[src/rtl/note_scroller.sv]
// Note grid scroller for the DDR LED matrix: scrolls a 4-lane x 8-row grid, grades presses in row 6.
// Optional STREAK_CNT_EN adds an 8-bit saturating hit-streak counter output.
module note_scroller #(
  parameter int unsigned SCROLL_DIV  = 5000000,
  parameter int unsigned SCAN_DIV    = 1024,
  parameter int unsigned FLASH_STEPS = 2
) (
  input  logic        CLOCK,
  input  logic        RESET,
  input  logic        run,
  input  logic        note_valid,
  input  logic [3:0]  note_lanes,
  output logic        note_ready,
  input  logic [3:0]  btn,
  output logic [3:0]  COUNT,
  output logic [35:0] frame,
  output logic        step,
  output logic [3:0]  hit,
  output logic [3:0]  miss
`ifdef STREAK_CNT_EN
  ,
  output logic [7:0]  streak
`endif
);

  localparam int unsigned ScrollW = $clog2(SCROLL_DIV);
  localparam int unsigned ScanW   = (SCAN_DIV > 1) ? $clog2(SCAN_DIV) : 1;
  localparam int unsigned FlashW  = $clog2(FLASH_STEPS + 1);

  localparam logic [ScrollW-1:0] ScrollLast = ScrollW'(SCROLL_DIV - 1);
  localparam logic [ScanW-1:0]   ScanLast   = ScanW'(SCAN_DIV - 1);
  localparam logic [FlashW-1:0]  FlashInit  = FlashW'(FLASH_STEPS);

  logic [ScanW-1:0]        scan_cnt_q, scan_cnt_d;
  logic [2:0]              row_q, row_d;
  logic [ScrollW-1:0]      scroll_cnt_q, scroll_cnt_d;
  logic                    scroll_wrap;
  logic [3:0]              pending_q, pending_d;
  logic                    pending_v_q, pending_v_d;
  logic                    ready_q, ready_d;
  logic                    accept;
  logic [7:0][3:0]         grid_q, grid_d, graded;
  logic [3:0][FlashW-1:0]  flash_q, flash_d;
  logic [3:0]              btn_s1_q, btn_s2_q, btn_prev_q;
  logic [3:0]              edge_q, edge_d;
  logic [3:0]              hit_now, miss_now;
  logic [3:0]              hit_q, miss_q;
  logic [35:0]             frame_q, frame_d;

  // Display row scan runs independently of run.
  always_comb begin
    scan_cnt_d = scan_cnt_q + ScanW'(1);
    row_d      = row_q;
    if (scan_cnt_q == ScanLast) begin
      scan_cnt_d = '0;
      row_d      = row_q + 3'd1;
    end
  end

  always_comb begin
    scroll_wrap  = run && !RESET && (scroll_cnt_q == ScrollLast);
    scroll_cnt_d = scroll_cnt_q;
    if (run) begin
      scroll_cnt_d = scroll_wrap ? '0 : scroll_cnt_q + ScrollW'(1);
    end
  end

  assign accept = note_valid && ready_q;
  assign edge_d = btn_s2_q & ~btn_prev_q;

  // Grading sees the pre-step grid; a hit note is removed before the shift so it cannot miss.
  always_comb begin
    hit_now    = edge_q & {4{run}} & grid_q[6];
    graded     = grid_q;
    graded[6]  = grid_q[6] & ~hit_now;
    grid_d     = graded;
    miss_now   = 4'b0000;
    if (scroll_wrap) begin
      miss_now    = grid_q[7];
      grid_d[7:1] = graded[6:0];
      grid_d[0]   = pending_v_q ? pending_q : 4'b0000;
    end
  end

  // An accept in a step cycle lands in the slot and waits for the following step.
  always_comb begin
    pending_d   = pending_q;
    pending_v_d = pending_v_q;
    if (scroll_wrap) begin
      pending_v_d = 1'b0;
    end
    if (accept) begin
      pending_d   = note_lanes;
      pending_v_d = 1'b1;
    end
    ready_d = ~pending_v_d;
  end

  always_comb begin
    for (int l = 0; l < 4; l++) begin
      flash_d[l] = flash_q[l];
      if (scroll_wrap && (flash_q[l] != '0)) begin
        flash_d[l] = flash_q[l] - FlashW'(1);
      end
      if (hit_now[l]) begin
        flash_d[l] = FlashInit;
      end
    end
  end

  always_comb begin
    frame_d = '0;
    for (int l = 0; l < 4; l++) begin
      for (int r = 0; r < 8; r++) begin
        frame_d[8*l + r] = grid_q[r][l];
      end
      frame_d[32 + l] = (flash_q[l] != '0);
    end
  end

  always_ff @(posedge CLOCK) begin
    if (RESET) begin
      scan_cnt_q   <= '0;
      row_q        <= '0;
      scroll_cnt_q <= '0;
      pending_q    <= '0;
      pending_v_q  <= 1'b0;
      ready_q      <= 1'b0;
      grid_q       <= '0;
      flash_q      <= '0;
      btn_s1_q     <= '0;
      btn_s2_q     <= '0;
      btn_prev_q   <= '0;
      edge_q       <= '0;
      hit_q        <= '0;
      miss_q       <= '0;
      frame_q      <= '0;
    end else begin
      scan_cnt_q   <= scan_cnt_d;
      row_q        <= row_d;
      scroll_cnt_q <= scroll_cnt_d;
      pending_q    <= pending_d;
      pending_v_q  <= pending_v_d;
      ready_q      <= ready_d;
      grid_q       <= grid_d;
      flash_q      <= flash_d;
      btn_s1_q     <= btn;
      btn_s2_q     <= btn_s1_q;
      btn_prev_q   <= btn_s2_q;
      edge_q       <= edge_d;
      hit_q        <= hit_now;
      miss_q       <= miss_now;
      frame_q      <= frame_d;
    end
  end

`ifdef STREAK_CNT_EN
  logic [7:0] streak_q, streak_d;
  logic [2:0] hit_cnt;
  logic [8:0] streak_sum;

  // A miss clears the streak even when hits land in the same cycle.
  always_comb begin
    hit_cnt = '0;
    for (int l = 0; l < 4; l++) begin
      hit_cnt = hit_cnt + {2'b00, hit_now[l]};
    end
    streak_sum = {1'b0, streak_q} + {6'b0, hit_cnt};
    if (miss_now != 4'b0000) begin
      streak_d = '0;
    end else if (streak_sum > 9'd255) begin
      streak_d = 8'hFF;
    end else begin
      streak_d = streak_sum[7:0];
    end
  end

  always_ff @(posedge CLOCK) begin
    if (RESET) begin
      streak_q <= '0;
    end else begin
      streak_q <= streak_d;
    end
  end

  assign streak = streak_q;
`endif

  assign note_ready = ready_q;
  assign COUNT      = {1'b0, row_q};
  assign frame      = frame_q;
  assign step       = scroll_wrap;
  assign hit        = hit_q;
  assign miss       = miss_q;

endmodule

[config.mk]
export PLATFORM = sky130hd
export DESIGN_NAME = note_scroller
export DESIGN_NICKNAME = d
export VERILOG_FILES = /design/src/rtl/note_scroller.sv
export SDC_FILE = /design/constraint.sdc
export NUM_CORES = 1
export LEC_CHECK = 0
export ABC_CLOCK_PERIOD_IN_PS = 4030
export CORE_ASPECT_RATIO = 0.9
export CORE_UTILIZATION = 30
export CTS_BUF_LIST = sky130_fd_sc_hd__clkbuf_16
export DETAILED_ROUTE_END_ITERATION = 7
export PLACE_DENSITY = 0.57
export RECOVER_POWER = 50
export SYNTH_ARGS = -nofsm -noshare
export SYNTH_HDL_FRONTEND = slang
export SYNTH_SLANG_ARGS = --single-unit
[constraint.sdc]
create_clock -name CLOCK -period 4.03 [get_ports CLOCK]
set_input_delay 0.806 -clock CLOCK [delete_from_list [all_inputs] [get_ports CLOCK]]
set_output_delay 0.806 -clock CLOCK [all_outputs]
set_load 0.05 [all_outputs]
=== Word level (Yosys, flattened, before mapping) ===
Cells that the tools add are included.

* Add/sub/neg operators: 7
* Equal/unequal tests: 2
* Mux-type cells: 13
* Bitwise operators: 8
* Reduce and logical (&&, ||, !) cells: 22

{| class="wikitable"
|+ Operators by type and width
! operator !! number
|-
| $mux 28 || 1
|-
| $add 23x1->23 const B || 1
|-
| $eq 23x23->1 const B || 1
|-
| $mux 23 || 1
|-
| $and 4x4->4 || 4
|-
| $mux 2 || 8
|-
| $reduce_bool 2->1 || 8
|-
| $reduce_or 2->1 || 6
|-
| $add 10x1->10 const B || 1
|-
| $eq 10x10->1 const B || 1
|-
| $not 4->4 || 2
|-
| $sub 2x1->2 const B || 4
|-
| $logic_and 1x1->1 || 7
|-
| $mux 4 || 1
|-
| $add 3x1->3 const B || 1
|-
| $mux 1 || 2
|-
| $not 1->1 || 2
|-
| $logic_not 1->1 || 1
|}

* Register bits after elaboration: 142
* Logic and storage cells: 81

=== Logic depth before layout (Yosys ltp) ===
* Depth after elaboration: 6
* Gate-level depth with buffers: 7
* Depth with buffers taken out: 5

=== Least setup slack after synthesis ===
No wires, ideal clock.

* Path type: input to output
* Start: input port run
* End: output port step
* Arrival time: 1.986 ns
* Data required time: 3.224 ns
* Slack: 1.238 ns
* Stages: 4
* Path through: clkbuf_8 and4_1 nand4_1 nor2_1

* Word-level cells in the longest chain between the ends: 2

{| class="wikitable"
|+ RTL lines
! item !! line !! text
|-
| from (decl) || 10 || <nowiki>input logic run,</nowiki>
|-
| $logic_and 1x1->1 (2 in a row) || 61 || <nowiki>scroll_wrap = run && !RESET && (scroll_cnt_q == ScrollLast);</nowiki>
|-
| to (decl) || 17 || <nowiki>output logic step,</nowiki>
|}

No other way between the ends.

=== Worst setup path after layout ===
Same ends and word-level chain as after synthesis.

==> metrics.cfg <==
[run_status]
status = finished with violations
violations = capacitance limit, slew limit

[critical_path]
crit_slowest_cell = dlygate4sd3_1
critical_path_arrival_ps = 2570
cp-end-kind = output pin
path_buf_inv = 3
crit_family = buffers and inverters
r2r_end = frame_d[11]
critical_path_required_ps = 3220
path_cells = dlygate4sd3_1 > buf_4 > and4_1 > nand4_1 > nor2_1 > buf_12
path_max_fanout = 18
crit_type = input pin to output pin
rrSetupSlack_ps = 1420
max_stage_delay_ps = 520
reg2reg_from = scroll_cnt_q[0]
cp-start-kind = input pin
r2r_cells = 5

[grt]
grt_overflow = 0
grt_usage_pct = 12.3
grt_pass1_vias = 3514
grt_max_degree = 79
antenna_found_initial = 0
grt_pass1_wl_um = 16900

[timing]
finalSetupTns_ps = 0
tightest_slew_ps = 1500
max-slew-margin-rel_pct = -0.242
max_freq_mhz = 296
drv_slew = 78
finalHoldViolations = 0
rsz0062_at_grt = no
skew_ps = 9.62
fin_crit_sh_pct = 83.8
setup-violations-final = 0
holdWs_ps = 380
post-route-min-period_ps = 3380

[yosys]
synth_seq_cells = 142
synthArstFlopShare_pct = 0
avgSynthCellArea_sq_um = 10.0
syn-num-nets = 530
yosys.cell_types.count = 45
synth_compound_area_share_pct = 8.64
ys_warn_count = 0
ys.flop_type = dfxtp_1
synth_mux_area_share_pct = 4.13
synth_adder_area_share_pct = 1.71
syn_inst = 511
synth_top_family_by_area = simple AND/OR/NAND/NOR gates
synth-xor-area-share_pct = 3.59
yosysSeqAreaShare_pct = 55.5
synth-simple-area-share_pct = 22.8
synthesis.area_sq_mm = 0.00512
synth-edff-count = 0

[place]
placed_area_sq_mm = 0.00589
hpwl_um = 6920
port_buffers = 60
placed_cells = 755
place_congestion = 0.818

[final_layout]
fin_area_sq_mm = 0.00643
nets = 586
syn2layout_area_growth_pct = 25.5
fillers = 1621
diodes = 0
final_cells = 787
drive_above_1_share_pct = 10.7

[die]
dieWidth_um = 140
fp.dieH_um = 126
core_area_sq_mm = 0.0164
rows = 44
die-area_sq_mm = 0.0176
start_util_pct = 31.2
io_pins = 62

[clock_tree]
path_clk_slew_ps = 60
cts_tree = yes
clockBufferDepth = 2
cts.sinks = 142
cts_max_level = 4
postCtsSetupRepairBufs = 0
insertion_delay_ps = 420
cts-root-buf = clkbuf_16
cts_made_buffers = 17
postCtsHoldBufs = 0
cts_resized = 0

[hold_path]
min_path_cells = 1
min_from = btn_prev_q[3]
worstHoldPathType = register to register
holdPathEnd = edge_q[3]

[detailed_routing]
drc = 0
wirelength_um = 10200
vias_per_cell = 4.68
drt_iter0_markers = 159
ant_nets = 0
via_count = 3686
wl_per_cell_um = 13.0
dr.pass1.iters = 5

[power_and_ir_drop]
total_power_mw = 2.94
leakage_nw = 2.30
ir_drop_v = 0.000302
powerDensity_mw_per_mm2 = 456

[run]
maxCapViolCount = 1

[metal layers]
metal	global-route usage [%]	up-vias	wire length [um]
li1	-	1891	-
met2	18.9	81	4580
met5	0	-	0
met1	15.7	1699	5030
met4	5.69	0	164
met3	3.92	15	419
[layout make-up]
class                      count  area [sq um]  area share (%)
timing repair buffer          65           636            9.88
tap                          207           259            4.03
clock buffer                  17           425            6.61
clock inverter                15           129            2.00
inverter                      12          45.0           0.700
sequential                   142          2840            44.2
multi-input combinational    329          2100            32.6
[sequential cells by signal (all words and copies together), names as in the netlist, 4 cells and up]
signal,flops
edge_q,4
scroll_cnt_q,23
scan_cnt_q,10
btn_s2_q,4
flash_q,8
hit,4
btn_s1_q,4
pending_q,4
miss,4
frame_d,32
frame,36
btn_prev_q,4
[cell usage after synthesis, drive strengths merged (6+ instances only)]
master,number,area share (%)
xor2,12,2.1
o21ai,28,2.7
dfxtp,142,55
mux2,17,3.7
nand2,27,2.0
ha,7,1.7
and3,7,0.88
nand4,9,1.1
and2,6,0.73
o31ai,7,1.0
or4,10,1.5
nand3,28,2.8
nor2b,51,6.2
inv,12,0.88
and4,6,1.0
nor2,32,2.3
a21oi,26,2.5
xnor2,9,1.5
or3,10,1.3
clkbuf,23,2.1
[how the worst max path moves through the flow]
stage          start          end  slack, ps  cells after the start
6_report         run         step        650                      6
2_1_floorplan    run         step       1240                      4
3_3_place_gp     run  frame_d[19]        600                      6
5_1_grt          run         step        550                      6
3_5_place_dp     run  frame_d[27]        510                      6
4_1_cts          run         step        710                      6
[per-stage QoR]
step / worst slack [ps] / utilization [%]
2_1_floorplan: 1240 / -
3_3_place_gp: 596 / 35.9
3_5_place_dp: 506 / 35.9
4_1_cts: 710 / 39.3
5_1_grt: 553 / 39.2
6_report: 654 / 39.2
[report_power, final]
part	leakage (nW)	internal [mW]	switching, mW	total [mW]
Combinational	0.894	0.0243	0.0368	0.0612
Sequential	1.15	1.42	0.00883	1.43
Clock	0.259	0.806	0.642	1.45
Total	2.30	2.25	0.687	2.94
[logic make-up (layout without fill, tap and decap cells)]
logic type,count (synthesis),in the layout
fa+ha+maj,7,7
simple gates,206,206
mux,19,19
xor+xnor,21,21
flops,142,142
compound gates,75,75
other cells,1,1
buf+inv,40,109
[worst reg2reg max path: stages, from the launching register on]
cell     delay (ps)
dfxtp_1         380
ha_1            220
and4_1          300
and4_1          460
nand2_1         640
mux2_2          500
[cell usage in the layout (no fill, tap or decap), types with 3 or more instances in the layout]
cell type / Yosys / layout
clkinvlp_4: 0 / 5
buf_4: 2 / 3
nand4_1: 9 / 9
xnor2_1: 9 / 9
or4_1: 9 / 9
and4_1: 6 / 6
mux2_2: 17 / 17
and2_0: 0 / 3
xor2_1: 12 / 12
dlygate4sd3_1: 0 / 9
nand2_1: 27 / 27
nor2_1: 32 / 32
inv_8: 0 / 3
or3_1: 7 / 7
dfxtp_1: 142 / 142
a311oi_1: 4 / 4
clkdlybuf4s50_1: 0 / 49
and3_1: 6 / 6
nor4_1: 3 / 3
nand2b_1: 4 / 4
inv_1: 12 / 12
and2_1: 6 / 3
clkbuf_16: 0 / 17
a21o_1: 4 / 4
or3_2: 3 / 3
nor4b_1: 3 / 3
o21ai_0: 28 / 28
o31ai_1: 7 / 7
inv_6: 0 / 5
a21oi_1: 26 / 26
ha_1: 7 / 7
nand3_1: 27 / 27
o311a_1: 4 / 4
nor3_1: 5 / 5
nor2b_1: 51 / 51
Power figures use the tool's default switching activity.
